--- src/rtl/precompute_gadget.sv ---
`default_nettype none
// ============================================================================
// Module   : precompute_gadget
// Purpose  : Scans a power-of-two gadget base Bg bit-serially to find its
//            exponent b, then generates L gadget levels Q >> (b*(i+1)), with
//            optional round-half-up, one level per cycle.
// Revision : 1.0 - initial release
// ============================================================================
module precompute_gadget #(
  parameter int DATA_WIDTH = 32,
  parameter int n_WIDTH    = 8,
  parameter int L          = 3
) (
  input  logic                         clk,
  input  logic                         rst,       // asynchronous, active-low
  input  logic                         start,
  input  logic signed [DATA_WIDTH-1:0] Bg,
  input  logic signed [DATA_WIDTH-1:0] Q,
  input  logic                         round_en,
  output logic [L*DATA_WIDTH-1:0]      GPow,
  output logic                         ready,
  output logic                         done,
  output logic                         err
);

  typedef enum logic [1:0] {
    ST_IDLE = 2'd0,
    ST_SCAN = 2'd1,
    ST_GEN  = 2'd2,
    ST_DONE = 2'd3
  } state_t;

  state_t                  state_q, state_d;
  logic [DATA_WIDTH-1:0]   bg_q, bg_d;
  logic [DATA_WIDTH-1:0]   q_q, q_d;
  logic                    rnd_q, rnd_d;
  logic [n_WIDTH-1:0]      cnt_q, cnt_d;      // scan bit index
  logic [n_WIDTH-1:0]      pop_q, pop_d;      // set bits seen so far
  logic [n_WIDTH-1:0]      b_q, b_d;          // index of the set bit
  logic [n_WIDTH-1:0]      lvl_q, lvl_d;      // level being generated
  logic [n_WIDTH-1:0]      shift_q, shift_d;  // b*(lvl+1), kept as a running sum
  logic [L*DATA_WIDTH-1:0] gpow_q, gpow_d;
  logic                    err_q, err_d;

  logic [DATA_WIDTH-1:0]   bg_shr;
  logic                    scan_bit;
  logic                    inputs_valid;
  logic [DATA_WIDTH:0]     half;
  logic [DATA_WIDTH:0]     sum;
  logic [DATA_WIDTH-1:0]   level_trunc;
  logic [DATA_WIDTH-1:0]   level_rnd;
  logic [DATA_WIDTH-1:0]   level_val;

  // Level datapath: truncating and round-half-up shift of Q by the current shift amount
  always_comb begin
    bg_shr      = bg_q >> cnt_q;
    scan_bit    = bg_shr[0];
    inputs_valid = (pop_q == n_WIDTH'(1)) && (b_q != '0) &&
                   (b_q != n_WIDTH'(DATA_WIDTH - 1)) && !q_q[DATA_WIDTH-1];
    // shift is always >= 1 while generating, so shift-1 never underflows there;
    // in other states the value is unused.
    half        = (DATA_WIDTH+1)'(1) << (shift_q - n_WIDTH'(1));
    sum         = {1'b0, q_q} + half;                 // one extra bit: cannot overflow
    level_trunc = q_q >> shift_q;
    level_rnd   = DATA_WIDTH'(sum >> shift_q);        // top bit is zero since shift >= 1
    if (shift_q >= n_WIDTH'(DATA_WIDTH)) begin
      level_val = '0;
    end else begin
      level_val = rnd_q ? level_rnd : level_trunc;
    end
  end

  // Next-state and datapath update for the IDLE/SCAN/GEN/DONE controller
  always_comb begin
    state_d = state_q;
    bg_d    = bg_q;
    q_d     = q_q;
    rnd_d   = rnd_q;
    cnt_d   = cnt_q;
    pop_d   = pop_q;
    b_d     = b_q;
    lvl_d   = lvl_q;
    shift_d = shift_q;
    gpow_d  = gpow_q;
    err_d   = err_q;

    unique case (state_q)
      ST_IDLE: begin
        if (start) begin
          bg_d    = Bg;
          q_d     = Q;
          rnd_d   = round_en;
          err_d   = 1'b0;
          gpow_d  = '0;
          cnt_d   = '0;
          pop_d   = '0;
          b_d     = '0;
          lvl_d   = '0;
          shift_d = '0;
          state_d = ST_SCAN;
        end
      end

      ST_SCAN: begin
        // Counts 0..DATA_WIDTH-1 examine one bit each; count DATA_WIDTH is a
        // decision cycle that judges the fully registered popcount and index.
        if (cnt_q < n_WIDTH'(DATA_WIDTH)) begin
          if (scan_bit) begin
            pop_d = pop_q + n_WIDTH'(1);
            b_d   = cnt_q;
          end
          cnt_d = cnt_q + n_WIDTH'(1);
        end else if (inputs_valid) begin
          lvl_d   = '0;
          shift_d = b_q;
          state_d = ST_GEN;
        end else begin
          err_d   = 1'b1;
          state_d = ST_DONE;
        end
      end

      ST_GEN: begin
        for (int i = 0; i < L; i++) begin
          if (lvl_q == n_WIDTH'(i)) begin
            gpow_d[i*DATA_WIDTH +: DATA_WIDTH] = level_val;
          end
        end
        if (lvl_q == n_WIDTH'(L - 1)) begin
          state_d = ST_DONE;
        end else begin
          lvl_d   = lvl_q + n_WIDTH'(1);
          shift_d = shift_q + b_q;
        end
      end

      ST_DONE: begin
        state_d = ST_IDLE;
      end

      default: begin
        state_d = ST_IDLE;
      end
    endcase
  end

  // State and datapath registers; reset takes effect without a clock edge
  always_ff @(posedge clk or negedge rst) begin
    if (!rst) begin
      state_q <= ST_IDLE;
      bg_q    <= '0;
      q_q     <= '0;
      rnd_q   <= 1'b0;
      cnt_q   <= '0;
      pop_q   <= '0;
      b_q     <= '0;
      lvl_q   <= '0;
      shift_q <= '0;
      gpow_q  <= '0;
      err_q   <= 1'b0;
    end else begin
      state_q <= state_d;
      bg_q    <= bg_d;
      q_q     <= q_d;
      rnd_q   <= rnd_d;
      cnt_q   <= cnt_d;
      pop_q   <= pop_d;
      b_q     <= b_d;
      lvl_q   <= lvl_d;
      shift_q <= shift_d;
      gpow_q  <= gpow_d;
      err_q   <= err_d;
    end
  end

  // Outputs decode directly from registered state
  always_comb begin
    GPow  = gpow_q;
    err   = err_q;
    ready = (state_q == ST_IDLE);
    done  = (state_q == ST_DONE);
  end

endmodule
`default_nettype wire

--- config.mk ---
export PLATFORM = sky130hd
export DESIGN_NAME = precompute_gadget
export DESIGN_NICKNAME = d
export VERILOG_FILES = /design/src/rtl/precompute_gadget.sv
export SDC_FILE = /design/constraint.sdc
export NUM_CORES = 1
export LEC_CHECK = 0
export ABC_AREA = 1
export BUFFER_PORTS_ARGS = -buffer_cell sky130_fd_sc_hd__buf_4
export CELL_PAD_IN_SITES_DETAIL_PLACEMENT = 0
export CELL_PAD_IN_SITES_GLOBAL_PLACEMENT = 1
export CORE_MARGIN = 2
export CORE_UTILIZATION = 47
export CTS_BUF_LIST = sky130_fd_sc_hd__clkbuf_4 sky130_fd_sc_hd__clkbuf_8
export CTS_CLUSTER_SIZE = 25
export DETAILED_ROUTE_END_ITERATION = 6
export HOLD_SLACK_MARGIN = 0.12
export PLACE_DENSITY = 0.89
export SYNTH_ARGS = -nofsm -noshare
export SYNTH_HDL_FRONTEND = slang
export SYNTH_SLANG_ARGS = --single-unit
--- constraint.sdc ---
create_clock -name clk -period 9.9 [get_ports clk]
set_clock_uncertainty 0.1 [all_clocks]
set_input_delay 2.475 -clock clk [delete_from_list [all_inputs] [get_ports clk]]
set_output_delay 2.475 -clock clk [all_outputs]
set_load 0.05 [all_outputs]
==> metrics.md <==
| Metric | Value |
|---|---|
| Status | finished, violations left |
| Failing checks | DRC |
| Number of setup buffers added after CTS | 0 |
| Multi-input logic area | 0.007496 mm2 |
| Die area | 0.03063 mm2 |
| Min-Delay Path Class | reg2reg |
| DR pass1 iterations | 7 |
| Final Max Slew Viols | 0 |
| Register area | 0.005105 mm2 |
| Peak VDD IR | 0.1898 mV |
| Slew margin rel. | 17.99% |
| Layout cell share with drive strength beyond 1 | 13.02% |
| Clock slew at reported path FFs | 60 ps |
| Synth async-reset ratio | 100.0% |
| Post-Synthesis Cells | 2059 |
| Final antenna-violating net count | 0 |
| Drt drc | 16 |
| Post-CTS sizing | 0 |
| Crit path max fanout | 38 |
| Fin Setup TNS | 0 ps |
| Final Wtd Congestion | 0.9804 |
| # setup viols final | 0 |
| First-pass GRT wire length | 71670 um |
| CP endpoint kind | register |
| Startpoint Class | register |
| Post-synth EDFFs | 0 |
| Routed via count | 14.05k |
| Cells taking the most area after synthesis | dfrtp_1 (37%), nand2_1 (18%), nand3_1 (12%) |
| TritonCTS buffer count | 37 |
| Net count, final | 2313 |
| Max Clock Freq | 0.1685 GHz |
| Layout area overhead | 15.96% |
| Hold_ws | 376.9 ps |
| DRT iter0 DRCs | 1290 |
| Static leakage | 0.008395 uW |
| Die Span Y | 175.0 um |
| Total GRT Usage | 29.28% |
| Post-CTS Hold Buffers | 0 |
| Synth top cells by count | nand2_1 (676), nand3_1 (330), dfrtp_1 (204), inv_1 (199), nor2_1 (176) |
| Power Dens Cells | 329.2 mW/mm2 |
| Die width | 175.0 um |
| Initial antenna violation count | 0 |
| Post-DP HPWL | 33950 um |
| Fillcell total | 2894 |
| Sequential share of the synthesized area | 37.13% |
| Clock Latency Late Sink | 560 ps |
| Max_cap viols | 0 |
| Synth cell types | 49 |
| Port buffer count | 166 |
| DP Area | 0.01522 mm2 |
| Gr ovfl total | 0 |
| Final hold vios | 0 |
| WP data arrival | 6310 ps |
| Worst Tran Pin Value | 1230 ps |
| Post-route cell area | 0.01594 mm2 |
| Clock sinks | 204 |
| Row cnt | 62 |
| Top_reg_cell synth | dfrtp_1 |
| Clk buf depth | 3 |
| Num ports | 167 |
| Type of the worst setup path | reg2reg |
| Starting Density | 47.77% |
| Max H-tree Level | 2 |
| CTS tree | yes |
| Period utilisation layout | 59.95% |
| Post-synth top area cell | dfrtp_1 |
| WL/cell | 17.12 um |
| Unrepaired setup endpoints after global routing | false |
| Flops & latches, synth | 204 |
| Avg Vias per Cell | 5.412 |
| Clock Root Buffer | clkbuf_8 |
| Synth top area share | 37.13% |
| CORE AREA | 0.02878 mm2 |
| Most frequent cell after synthesis | nand2_1 |
| Vias in the first global route | 13.66k |
| Average size of a mapped cell | 6.677 um2 |
| Mapped cell area | 0.01375 mm2 |
| Diodes inserted | 0 |
| Synth warn | 0 |
| Syn nets | 2180 |
| Largest net degree at the start of global routing | 73 |
| Final wirelength | 44450 um |
| Worst path required time | 10270 ps |
| Final Critical Period | 5935 ps |
## kinds of logic (layout without fill, tap and decap cells)
group | count (synthesis) | in the layout | synth area share (%)
and+or+nand+nor | 1260 | 1260 | 39.07
buffers and inverters | 294 | 447 | 8.337
AOI/OAI and AO/OA | 238 | 238 | 9.830
DFF | 204 | 204 | 37.13
adders and majority gates | 53 | 53 | 4.933
xor gates and xnor gates | 10 | 10 | 0.6918
## layer usage
layer	track usage [%]	vias to the layer above	share of wire, %
met5	0	-	0
met4	9.653	0	3.0
met3	4.830	84	6.1
met2	48.06	479	47
met1	39.46	6534	44
li1	-	6952	-
## worst max-delay path: stages, from the launching register on
cell and delay [ps]:
dfrtp_1 1150, inv_4 410, ha_1 400, nand2_1 120, nor3_1 70, xor2_1 160
nand3b_1 460, nor2_1 440, ha_1 350, a21oi_1 250, o21ai_1 150, a21oi_1 240
nor2_1 70, nor2_1 200, nand2_1 80, nand2_1 110, nand3_2 150, o21ai_2 180
nand2_1 130, o21ai_2 150, nand3_1 150, nand2_1 190, nand2_1 70, nand2_1 60
## final timing paths
check	startpoint	to	slack [ps]	cells after the start
setup reg to reg	shift_q[0]$_DFFE_PN0P_	GPow[6]$_DFFE_PN0P_	3960	23
min in group asynchronous	rst	GPow[18]$_DFFE_PN0P_	1810	1
setup / recovery	shift_q[0]$_DFFE_PN0P_	GPow[6]$_DFFE_PN0P_	3960	23
max in group asynchronous	rst	cnt_q[1]$_DFFE_PN0P_	6460	2
hold / removal	bg_q[24]$_DFFE_PN0P_	bg_q[24]$_DFFE_PN0P_	380	2
hold reg to reg	bg_q[24]$_DFFE_PN0P_	bg_q[24]$_DFFE_PN0P_	380	2
## state kept, by name, indices dropped and copies added (netlist names)
name     flops
pop_q        8
bg_q        32
lvl_q        8
rnd_q        1
err          1
GPow        96
shift_q      8
b_q          8
cnt_q        8
q_q         32
state_q      2
## through the flow
stage / instances / util (%) / setup slack [ps] / total power (uW)
floorplan: 2059 / - / 5771 / 3535
global placement: 2537 / 52.89 / 4102 / 4414
detailed placement: 2537 / 52.89 / 4130 / 4451
CTS: 2596 / 55.39 / 4091 / 5262
global route: 2596 / 55.39 / 3373 / 5675
finish: 2596 / 55.39 / 3965 / 5248
## cells in the final DEF (no fill, tap or decap), drive strengths merged, types with 3 or more instances in the layout
master	n
nand2	687
nand3	335
inv	207
dfrtp	204
nor2	185
buf	179
o21ai	119
a21oi	72
clkbuf	55
ha	51
nand4	21
nor3	16
o31ai	11
o211ai	10
a31oi	10
xor2	8
a211oi	5
or2	4
nor3b	4
nand3b	3
o22ai	3
clkinvlp	3
clkinv	3
## power breakdown
part	total, uW	internal [uW]	switching, uW
Sequential	1350	1110	238
Combinational	3110	887	2220
Clock	792	441	351
## final cells by class
cell class / count / area share [%]
multi-input cells: 1561 / 47.02
clock inverters: 5 / 0.2041
inverters: 208 / 4.913
well taps: 384 / 3.014
clock buffers: 54 / 4.309
flip-flops and latches: 204 / 32.02
repair buffers: 180 / 8.516
(Power assumes the default switching activity.)
